**config.mk**
```make
export PLATFORM = sky130hd
export DESIGN_NAME = nabp_processing_swap_control
export DESIGN_NICKNAME = d
export VERILOG_FILES = /design/src/rtl/nabp_processing_swap_control.sv
export SDC_FILE = /design/constraint.sdc
export NUM_CORES = 1
export LEC_CHECK = 0
export BUFFER_PORTS_ARGS = -buffer_cell sky130_fd_sc_hd__buf_4
export CORE_AREA = 3 3 52 54
export CTS_BUF_LIST = sky130_fd_sc_hd__clkbuf_8
export CTS_CLUSTER_SIZE = 30
export DETAILED_ROUTE_END_ITERATION = 7
export DIE_AREA = 0 0 55 57
export GPL_TIMING_DRIVEN = 0
export PLACE_DENSITY = 0.77
export REMOVE_ABC_BUFFERS = 1
export SYNTH_ARGS = -nofsm -noshare
export SYNTH_HDL_FRONTEND = slang
export SYNTH_SLANG_ARGS = --single-unit
```
**constraint.sdc**
```tcl
create_clock -name clk -period 2.5 [get_ports clk]
set_clock_uncertainty 0.1 [all_clocks]
set_input_delay 0.25 -clock clk [delete_from_list [all_inputs] [get_ports clk]]
set_output_delay 0.25 -clock clk [all_outputs]
set_load 0.005 [all_outputs]
```
**src/rtl/nabp_processing_swap_control.sv**
```systemverilog
// nabp_processing_swap_control
// Steps the projection angle for one NABP swappable, waits for the mapper/shifter
// LUTs to settle, then answers the swappable's swap / next-iteration requests.
//
// Handshake: sw_swap and sw_next_itr are level requests. A request sampled high
// in the state that serves it is acknowledged with a one-cycle ack in the
// following cycle. After an ack the same request line must be seen low once
// before it can be served (or flagged as an error) again, so a request the
// swappable keeps high past its ack is never served twice.
module nabp_processing_swap_control #(
  parameter int pAngleWidth   = 10,
  parameter int pNoOfAngles   = 180,
  parameter int pAngleStep    = 1,
  parameter int pNoOfLineItrs = 4,
  parameter int pItrWidth     = 2,
  parameter int pLutLatency   = 1
) (
  input  logic                   clk,
  input  logic                   reset_n,
  input  logic                   start,
  input  logic                   sw_swap,
  input  logic                   sw_next_itr,
  output logic                   sw_swap_ack,
  output logic                   sw_next_itr_ack,
  output logic [pAngleWidth-1:0] hs_angle,
  output logic [pItrWidth-1:0]   line_itr,
  output logic                   cfg_valid,
  output logic                   busy,
  output logic                   done,
  output logic                   err,
  output logic [2:0]             dbg_state
);

  typedef enum logic [2:0] {
    S_IDLE     = 3'd0,
    S_LOOKUP   = 3'd1,
    S_READY    = 3'd2,
    S_SWAP_ACK = 3'd3,
    S_RUN      = 3'd4,
    S_ITR_ACK  = 3'd5
  } state_t;

  localparam int WaitWidth = (pLutLatency > 1) ? $clog2(pLutLatency) : 1;

  localparam logic [pAngleWidth-1:0] LastAngle = pAngleWidth'((pNoOfAngles - 1) * pAngleStep);
  localparam logic [pAngleWidth-1:0] AngleStep = pAngleWidth'(pAngleStep);
  localparam logic [pItrWidth-1:0]   LastItr   = pItrWidth'(pNoOfLineItrs - 1);
  localparam logic [pItrWidth-1:0]   ItrOne    = pItrWidth'(1);
  localparam logic [WaitWidth-1:0]   LastWait  = WaitWidth'(pLutLatency - 1);
  localparam logic [WaitWidth-1:0]   WaitOne   = WaitWidth'(1);

  state_t                 state_q;
  logic [WaitWidth-1:0]   wait_q;
  logic [pAngleWidth-1:0] angle_q;
  logic [pItrWidth-1:0]   itr_q;
  logic                   cfg_valid_q;
  logic                   busy_q;
  logic                   done_q;
  logic                   err_q;
  logic                   swap_ack_q;
  logic                   itr_ack_q;
  logic                   swap_hold_q;
  logic                   itr_hold_q;

  // A request only counts once its line has dropped since the previous ack.
  logic swap_req;
  logic itr_req;
  logic take_swap;
  logic take_itr;

  assign swap_req  = sw_swap & ~swap_hold_q;
  assign itr_req   = sw_next_itr & ~itr_hold_q;
  assign take_swap = (state_q == S_READY) & swap_req;
  assign take_itr  = (state_q == S_RUN) & itr_req;

  // Hold-off flags: set when a request is accepted, cleared once its line is seen low.
  always_ff @(posedge clk or negedge reset_n) begin
    if (!reset_n) begin
      swap_hold_q <= 1'b0;
      itr_hold_q  <= 1'b0;
    end else begin
      if (take_swap)        swap_hold_q <= 1'b1;
      else if (!sw_swap)    swap_hold_q <= 1'b0;
      if (take_itr)         itr_hold_q  <= 1'b1;
      else if (!sw_next_itr) itr_hold_q <= 1'b0;
    end
  end

  // Main sequencer: angle stepping, LUT settle wait, ack generation, run status.
  always_ff @(posedge clk or negedge reset_n) begin
    if (!reset_n) begin
      state_q     <= S_IDLE;
      wait_q      <= '0;
      angle_q     <= '0;
      itr_q       <= '0;
      cfg_valid_q <= 1'b0;
      busy_q      <= 1'b0;
      done_q      <= 1'b0;
      err_q       <= 1'b0;
      swap_ack_q  <= 1'b0;
      itr_ack_q   <= 1'b0;
    end else begin
      swap_ack_q <= 1'b0;
      itr_ack_q  <= 1'b0;
      done_q     <= 1'b0;
      case (state_q)
        S_IDLE: begin
          if (start) begin
            state_q     <= S_LOOKUP;
            wait_q      <= '0;
            angle_q     <= '0;
            itr_q       <= '0;
            err_q       <= 1'b0;
            busy_q      <= 1'b1;
            cfg_valid_q <= 1'b0;
          end
        end
        S_LOOKUP: begin
          if (wait_q == LastWait) begin
            state_q     <= S_READY;
            wait_q      <= '0;
            cfg_valid_q <= 1'b1;
          end else begin
            wait_q <= wait_q + WaitOne;
          end
        end
        S_READY: begin
          // A swap wins over a simultaneous next-iteration request.
          if (take_swap) begin
            state_q    <= S_SWAP_ACK;
            swap_ack_q <= 1'b1;
          end else if (itr_req) begin
            err_q <= 1'b1;
          end
        end
        S_SWAP_ACK: begin
          state_q <= S_RUN;
        end
        S_RUN: begin
          if (take_itr) begin
            state_q   <= S_ITR_ACK;
            itr_ack_q <= 1'b1;
          end
          if (swap_req) begin
            err_q <= 1'b1;
          end
        end
        S_ITR_ACK: begin
          if (itr_q != LastItr) begin
            itr_q   <= itr_q + ItrOne;
            state_q <= S_READY;
          end else if (angle_q != LastAngle) begin
            itr_q       <= '0;
            angle_q     <= angle_q + AngleStep;
            cfg_valid_q <= 1'b0;
            wait_q      <= '0;
            state_q     <= S_LOOKUP;
          end else begin
            done_q      <= 1'b1;
            busy_q      <= 1'b0;
            cfg_valid_q <= 1'b0;
            state_q     <= S_IDLE;
          end
        end
        default: begin
          state_q <= S_IDLE;
        end
      endcase
    end
  end

  assign sw_swap_ack     = swap_ack_q;
  assign sw_next_itr_ack = itr_ack_q;
  assign hs_angle        = angle_q;
  assign line_itr        = itr_q;
  assign cfg_valid       = cfg_valid_q;
  assign busy            = busy_q;
  assign done            = done_q;
  assign err             = err_q;
  assign dbg_state       = state_q;

endmodule

```
==> impl_metrics.tcl, run 1 <==
set metrics [dict create \
    status "completed" \
    remaining_drc_errors 0 \
    cap_violations 0 \
    path_clk_slew_ns 0.08 \
    syn_to_final_growth_pct 22.5 \
    dp_hpwl_mm 1.70 \
    num_vias 921 \
    yosysMostFrequentCell "dfrtp_1" \
    slew-limit-headroom_pct 22.4 \
    cp-endpoint "hs_angle[9]" \
    clock_latency_ns 0.25 \
    cp-startpoint "dbg_state[2]" \
    arrival_ns 2.13 \
    core_mm2 0.00225 \
    synthMuxAreaShare_pct 0 \
    drt_iter0_markers 13 \
    routed_wl_mm 2.30 \
    grt_pass1_wl_mm 3.89 \
    synth-edff-count 0 \
    synth_fa_ha_area_share_pct 2.17 \
    clkSinkCount 23 \
    leakagePower_nw 0.685 \
    row_count 17 \
    r2r-end "hs_angle[9]" \
    insertedDiodeCount 0 \
    root_buffer "clkbuf_8" \
    antenna_left 0 \
    worstMarginPinSlew_ns 1.15 \
    vdd_drop_max_mv 0.591 \
    synth.top_cell.area_share_pct 50.0 \
    place.gp.congestion 0.781 \
    grt_pass1_vias 879 \
    antenna_found_initial 0 \
    die_area_mm2 0.00314 \
    synth-main-ff-cell "dfrtp_1" \
    reg2reg_from "dbg_state[2]" \
    synthCells 113 \
    finalSetupTns_ns 0 \
    hold_violations 0 \
    syn_area_per_cell_um2 10.2 \
    wire_per_inst_um 13.6 \
    yosysUniqueCellTypes 39 \
    cts_tree "yes" \
    synth_largest_area_cell "dfrtp_1" \
    htreeDepth 1 \
    start_util_pct 51.1 \
    period_needed_ns 2.05 \
    setup_viol 0 \
    power.density_mw_per_mm2 754 \
    fin_nets 149 \
    criticalPathCategory "flop to flop" \
    ys_seq_area_share_pct 50.0 \
    groute.usage.overall_pct 16.4 \
    rrSetupSlack_ns 0.45 \
    fin_hold_ws_ns 0.118 \
    io_buffers 25 \
    yosys_register_bits 23 \
    drive_gt1_share_pct 24.8 \
    cp-end-kind "flop" \
    synthSimpleGateAreaFrac_pct 24.8 \
    pin_count 26 \
    synth_common_cells "23 x dfrtp_1, 9 x nand2_1, 8 x nor2_1" \
    max_freq_mhz 487 \
    die_h_um 57 \
    post_cts_buffers 0 \
    yosys-top-cells-area "dfrtp_1 50%, xor2_1 3.8%, nand2_1 2.9%" \
    async_flop_share_pct 100 \
    cp-start-kind "flop" \
    via_per_inst 5.45 \
    cp.required_ns 2.58 \
    yosysWarnings 0 \
    critPathMaxFanout 17 \
    clk_path_buf_depth 2 \
    finalCritPeriodShare_pct 82.1 \
    synth_top_family_by_area "simple AND/OR/NAND/NOR gates" \
    nFillCells 198 \
    grt_max_degree 24 \
    rsz0062_at_grt "no" \
    synthesis.area_mm2 0.00115 \
    cts_inserted_buffers 3 \
    r2r_cells 4 \
    synth-compound-area-share_pct 14.9 \
    final_max_slew_viol_count 0 \
    drtPass1Iterations 4 \
    hp-class "input pin to flop" \
    die_w_um 55 \
    synth-xor-area-share_pct 4.57 \
    grt_overflow 0 \
]
## layout make-up
class / count / area, um^2 / share of cell area, %
clock buffers: 3 / 41.3 / 2.93
inverters: 6 / 22.5 / 1.60
clock inverters: 1 / 3.75 / 0.266
well taps: 28 / 35.0 / 2.48
repair buffers: 26 / 198 / 14.0
flip-flops and latches: 23 / 576 / 40.8
multi-input cells: 82 / 534 / 37.9
## report_power, final
part,total [mW],switching (mW),internal (mW)
sequential,0.521,0.0843,0.436
combinational,0.324,0.155,0.169
clock,0.218,0.109,0.109
total,1.06,0.349,0.714
## stage by stage
step,utilization (%),worst slack (ns),cell area (um^2),power [mW],std cells
after CTS,62.5,0.472,1410,1.08,169
after global routing,62.5,0.303,1410,1.15,169
final,62.5,0.447,1410,1.06,169
after floorplan,-,0.697,1130,0.702,111
after detailed placement,60.1,0.496,1360,0.855,164
after global placement,60.1,0.535,1360,0.842,164
## worst min path at each step
stage          depth (start not counted)          end    start
5_1_grt                                2  swap_hold_q  sw_swap
6_report                               2  swap_hold_q  sw_swap
4_1_cts                                2  swap_hold_q  sw_swap
3_5_place_dp                           1  hs_angle[0]  reset_n
3_3_place_gp                           1  hs_angle[0]  reset_n
2_1_floorplan                          0         busy  reset_n
## per-layer routing
layer	vias to the layer above	global-route usage, %	wire, um	share of wire [%]
met5	-	0	0	0
met4	0	4.17	10	0.43
met3	2	2.35	81	3.5
li1	463	-	-	-
met2	20	25.2	1120	49
met1	436	24.0	1090	47
## worst max-delay path, stage by stage, from the launching register on
cell,delay (ns)
dfrtp_1,0.65
and4b_1,0.50
nand4_1,0.21
or3_1,0.38
a21oi_1,0.14
## repair_timing
action,in CTS,in global routing
hold buffers,1,0
hold endpoints to repair,23,0
resized for setup,0,0
## registers in the layout, summed over array words and instances, names as in the netlist
name / flops
line_itr: 2
dbg_state: 3
swap_hold_q: 1
done: 1
hs_angle: 10
err: 1
sw_swap_ack: 1
busy: 1
itr_hold_q: 1
sw_next_itr_ack: 1
cfg_valid: 1
## layout by cell type, fill, tap and decap left out, drive strengths merged, types with 2 or more instances in the layout
master	count
and4	2
inv	7
ha	2
and2	5
nand3	5
dfrtp	23
nor3	4
nor2	8
a21oi	5
buf	25
nand2	9
a21o	4
nand4	5
clkbuf	3
nor2b	2
o21ai	5
xor2	5
nand2b	3
o31ai	2
## cell families (layout without fill, tap and decap cells)
family | Yosys count | count (layout)
buffers and inverters | 8 | 36
AOI/OAI and AO/OA | 24 | 24
DFF | 23 | 23
adders and majority gates | 2 | 2
xor gates and xnor gates | 6 | 6
and+or+nand+nor | 50 | 50
No activity file was read; power rests on OpenSTA's default activity.
==> inputs of run 2 (changes only) <==
--- a/config.mk
+++ b/config.mk
@@ -5,12 +5,13 @@
 export SDC_FILE = /design/constraint.sdc
 export NUM_CORES = 1
 export LEC_CHECK = 0
+export ABC_AREA = 1
 export BUFFER_PORTS_ARGS = -buffer_cell sky130_fd_sc_hd__buf_4
-export CORE_AREA = 3 3 52 54
+export CORE_AREA = 3 3 41 79
 export CTS_BUF_LIST = sky130_fd_sc_hd__clkbuf_8
 export CTS_CLUSTER_SIZE = 30
 export DETAILED_ROUTE_END_ITERATION = 7
-export DIE_AREA = 0 0 55 57
+export DIE_AREA = 0 0 44 82
 export GPL_TIMING_DRIVEN = 0
 export PLACE_DENSITY = 0.77
 export REMOVE_ABC_BUFFERS = 1
==> constraint.sdc (replaced) <==
create_clock -name clk -period 1.8 [get_ports clk]
set_clock_uncertainty 0.1 [all_clocks]
set_input_delay 0.18 -clock clk [delete_from_list [all_inputs] [get_ports clk]]
set_output_delay 0.18 -clock clk [all_outputs]
set_load 0.005 [all_outputs]
==> run 2 against run 1 <==
  * Die area increased by 15%
  * Utilization shrank 3.8 points
  * Cell count rose by 40%
  * Largest cell class is now multi-input combinational cells
  * Critical endpoint unchanged
==> impl_metrics.tcl, run 2 <==
set metrics [dict create \
    status "completed" \
    pin_count 26 \
    die_h_um 82 \
    setup_viol 0 \
    cts_inserted_buffers 3 \
    combinationalPowerShare_pct 37.1 \
    grt_pass1_wl_mm 4.97 \
    max_freq_mhz 604 \
    drtPass1Iterations 3 \
    die_area_mm2 0.00361 \
    rsz0062_at_grt "no" \
    synth-edff-count 0 \
    num_vias 1214 \
    critPathMaxFanout 14 \
    cp-end-kind "flop" \
    die_w_um 44 \
    synth.top_cell.area_share_pct 43.7 \
    synth-main-ff-cell "dfrtp_1" \
    finalCritPeriodShare_pct 92.0 \
    core_mm2 0.00277 \
    yosys-top-cells-area "dfrtp_1 44%, nand2_1 15%, nand3_1 8.0%" \
    final_max_slew_viol_count 0 \
    wire_per_inst_um 11.8 \
    htreeDepth 1 \
    drt_iter0_markers 30 \
    vdd_drop_max_mv 0.757 \
    yosysMostFrequentCell "nand2_1" \
    regArea_um2 579 \
    period_needed_ns 1.66 \
    mostFrequentLayoutCells "52 x nand2_1, 31 x buf_4, 24 x nor2_1" \
    power.density_mw_per_mm2 1020 \
    setup_ws_ns 0.144 \
    insertedDiodeCount 0 \
    p_sw_uw 603 \
    root_buffer "clkbuf_8" \
    nFillCells 263 \
    place.gp.congestion 0.831 \
    multi_input_area_um2 641 \
    hp-class "input pin to flop" \
    antenna_found_initial 0 \
    p_clk_share_pct 19.5 \
    p_int_mw 1.05 \
    yosysWarnings 0 \
    groute.usage.overall_pct 18.1 \
    syn_area_per_cell_um2 7.53 \
    syn_to_final_growth_pct 23.5 \
    drive_gt1_share_pct 24.2 \
    final_common_cell "nand2_1" \
    antenna_left 0 \
    post-place-ws_ns -0.0145 \
    largest_reg_flops 10 \
    grt_overflow 0 \
    post-route-util_pct 58.7 \
    clock_latency_ns 0.26 \
    p_seq_share_pct 43.4 \
    grt_max_degree 24 \
    clk_path_buf_depth 2 \
    synth_common_cells "52 x nand2_1, 24 x nor2_1, 23 x dfrtp_1" \
    arrival_ns 1.72 \
    cp-start-kind "flop" \
    cap_violations 0 \
    fin_nets 215 \
    leakagePower_nw 0.863 \
    remaining_drc_errors 0 \
    r2r_cells 8 \
    path_clk_slew_ns 0.08 \
    routed_wl_mm 2.77 \
    slew-limit-headroom_pct 79.9 \
    dp_hpwl_mm 2.07 \
    swShare_pct 36.5 \
    row_count 27 \
    via_per_inst 5.14 \
    yosysUniqueCellTypes 27 \
    io_buffers 25 \
    start_util_pct 47.6 \
    grt_pass1_vias 1161 \
    worstMarginPinSlew_ns 0.302 \
    worstHoldPathCells 2 \
    synthesis.area_mm2 0.00132 \
    cp.required_ns 1.86 \
    yosys_register_bits 23 \
    synth_largest_area_cell "dfrtp_1" \
    criticalPathCategory "flop to flop" \
    async_flop_share_pct 100 \
    cts_tree "yes" \
    clkSinkCount 23 \
    hold_violations 0 \
    ys_seq_area_share_pct 43.7 \
    synthCells 175 \
]
-- run 2: cell count changes in the layout (fill, tap and decap cells not counted), sizes merged, moves of 4 or more --
cell,before,now
nand2,9,55
nand3,5,22
nor2,8,25
inv,7,21
buf,25,31
and2,5,0
a21o,4,0
-- run 2: final timing paths --
path | from | endpoint | slack [ns]
max in group asynchronous | reset_n | dbg_state[1] | 1.10
min in group asynchronous | reset_n | hs_angle[3] | 0.24
max | dbg_state[1] | hs_angle[9] | 0.14
max reg2reg | dbg_state[1] | hs_angle[9] | 0.14
min | sw_swap | swap_hold_q | 0.02
min reg2reg | busy | busy | 0.38
-- run 2: power by group through the flow --
stage          logic, mW  clock network (mW)  registers (mW)
2_1_floorplan      0.361                   0           0.710
3_3_place_gp       0.576                   0           0.720
3_5_place_dp       0.590                   0           0.721
4_1_cts            0.594               0.328           0.714
5_1_grt            0.704               0.356           0.733
6_report           0.613               0.322           0.716
-- run 2: repair_timing --
item / 4_1_cts / 5_1_grt
endpoints found under the setup margin: 9 / 9
setup buffers: 0 / 6
gates resized for setup: 1 / 4
hold endpoints to repair: 23 / 0
hold buffers: 1 / 0
pin swaps: 0 / 1
-- run 2: logic make-up after synthesis --
logic type,Yosys count,share of synthesized area (%)
AND/OR/NAND/NOR,113,39.2
buffers and inverters,25,8.64
flip-flops,23,43.7
AO/OA/AOI/OAI,8,3.89
XOR/XNOR,4,2.66
adder cells (fa/ha/maj),2,1.90
-- run 2: metrics by stage --
stage / hold WS (ns) / instances / cell area, um^2 / total power, mW / setup TNS [ns]
3_3_place_gp: -0.00812 / 225 / 1510 / 1.30 / -0.0434
3_5_place_dp: -0.00319 / 225 / 1510 / 1.31 / -0.0429
6_report: 0.0242 / 236 / 1630 / 1.65 / 0
4_1_cts: 0.0233 / 230 / 1570 / 1.64 / 0
5_1_grt: 0.0143 / 236 / 1630 / 1.79 / 0
2_1_floorplan: -0.216 / 171 / 1280 / 1.07 / 0
-- run 2: layer usage --
layer | GRT usage, % | vias to the layer above | routed length [um]
met1 | 19.6 | 565 | 1180
li1 | - | 619 | -
met2 | 33.5 | 24 | 1460
met3 | 2.19 | 6 | 86
met5 | 0 | - | 0
met4 | 8.16 | 0 | 50
-- run 2: final cells by class --
class | instances | area share [%]
well taps | 29 | 2.23
repair buffers | 32 | 14.9
multi-input cells | 127 | 39.4
clock inverters | 1 | 0.308
flip-flops and latches | 23 | 35.6
inverters | 21 | 5.00
clock buffers | 3 | 2.54
-- run 2: critical path, stage by stage, from the launching register on --
cell and delay, ns:
dfrtp_2 0.46, nor2_4 0.16, nand2_4 0.13, inv_4 0.12, nand2_4 0.07, nand3b_4 0.18
nand2_2 0.17, nand2_1 0.11, nand2_1 0.05
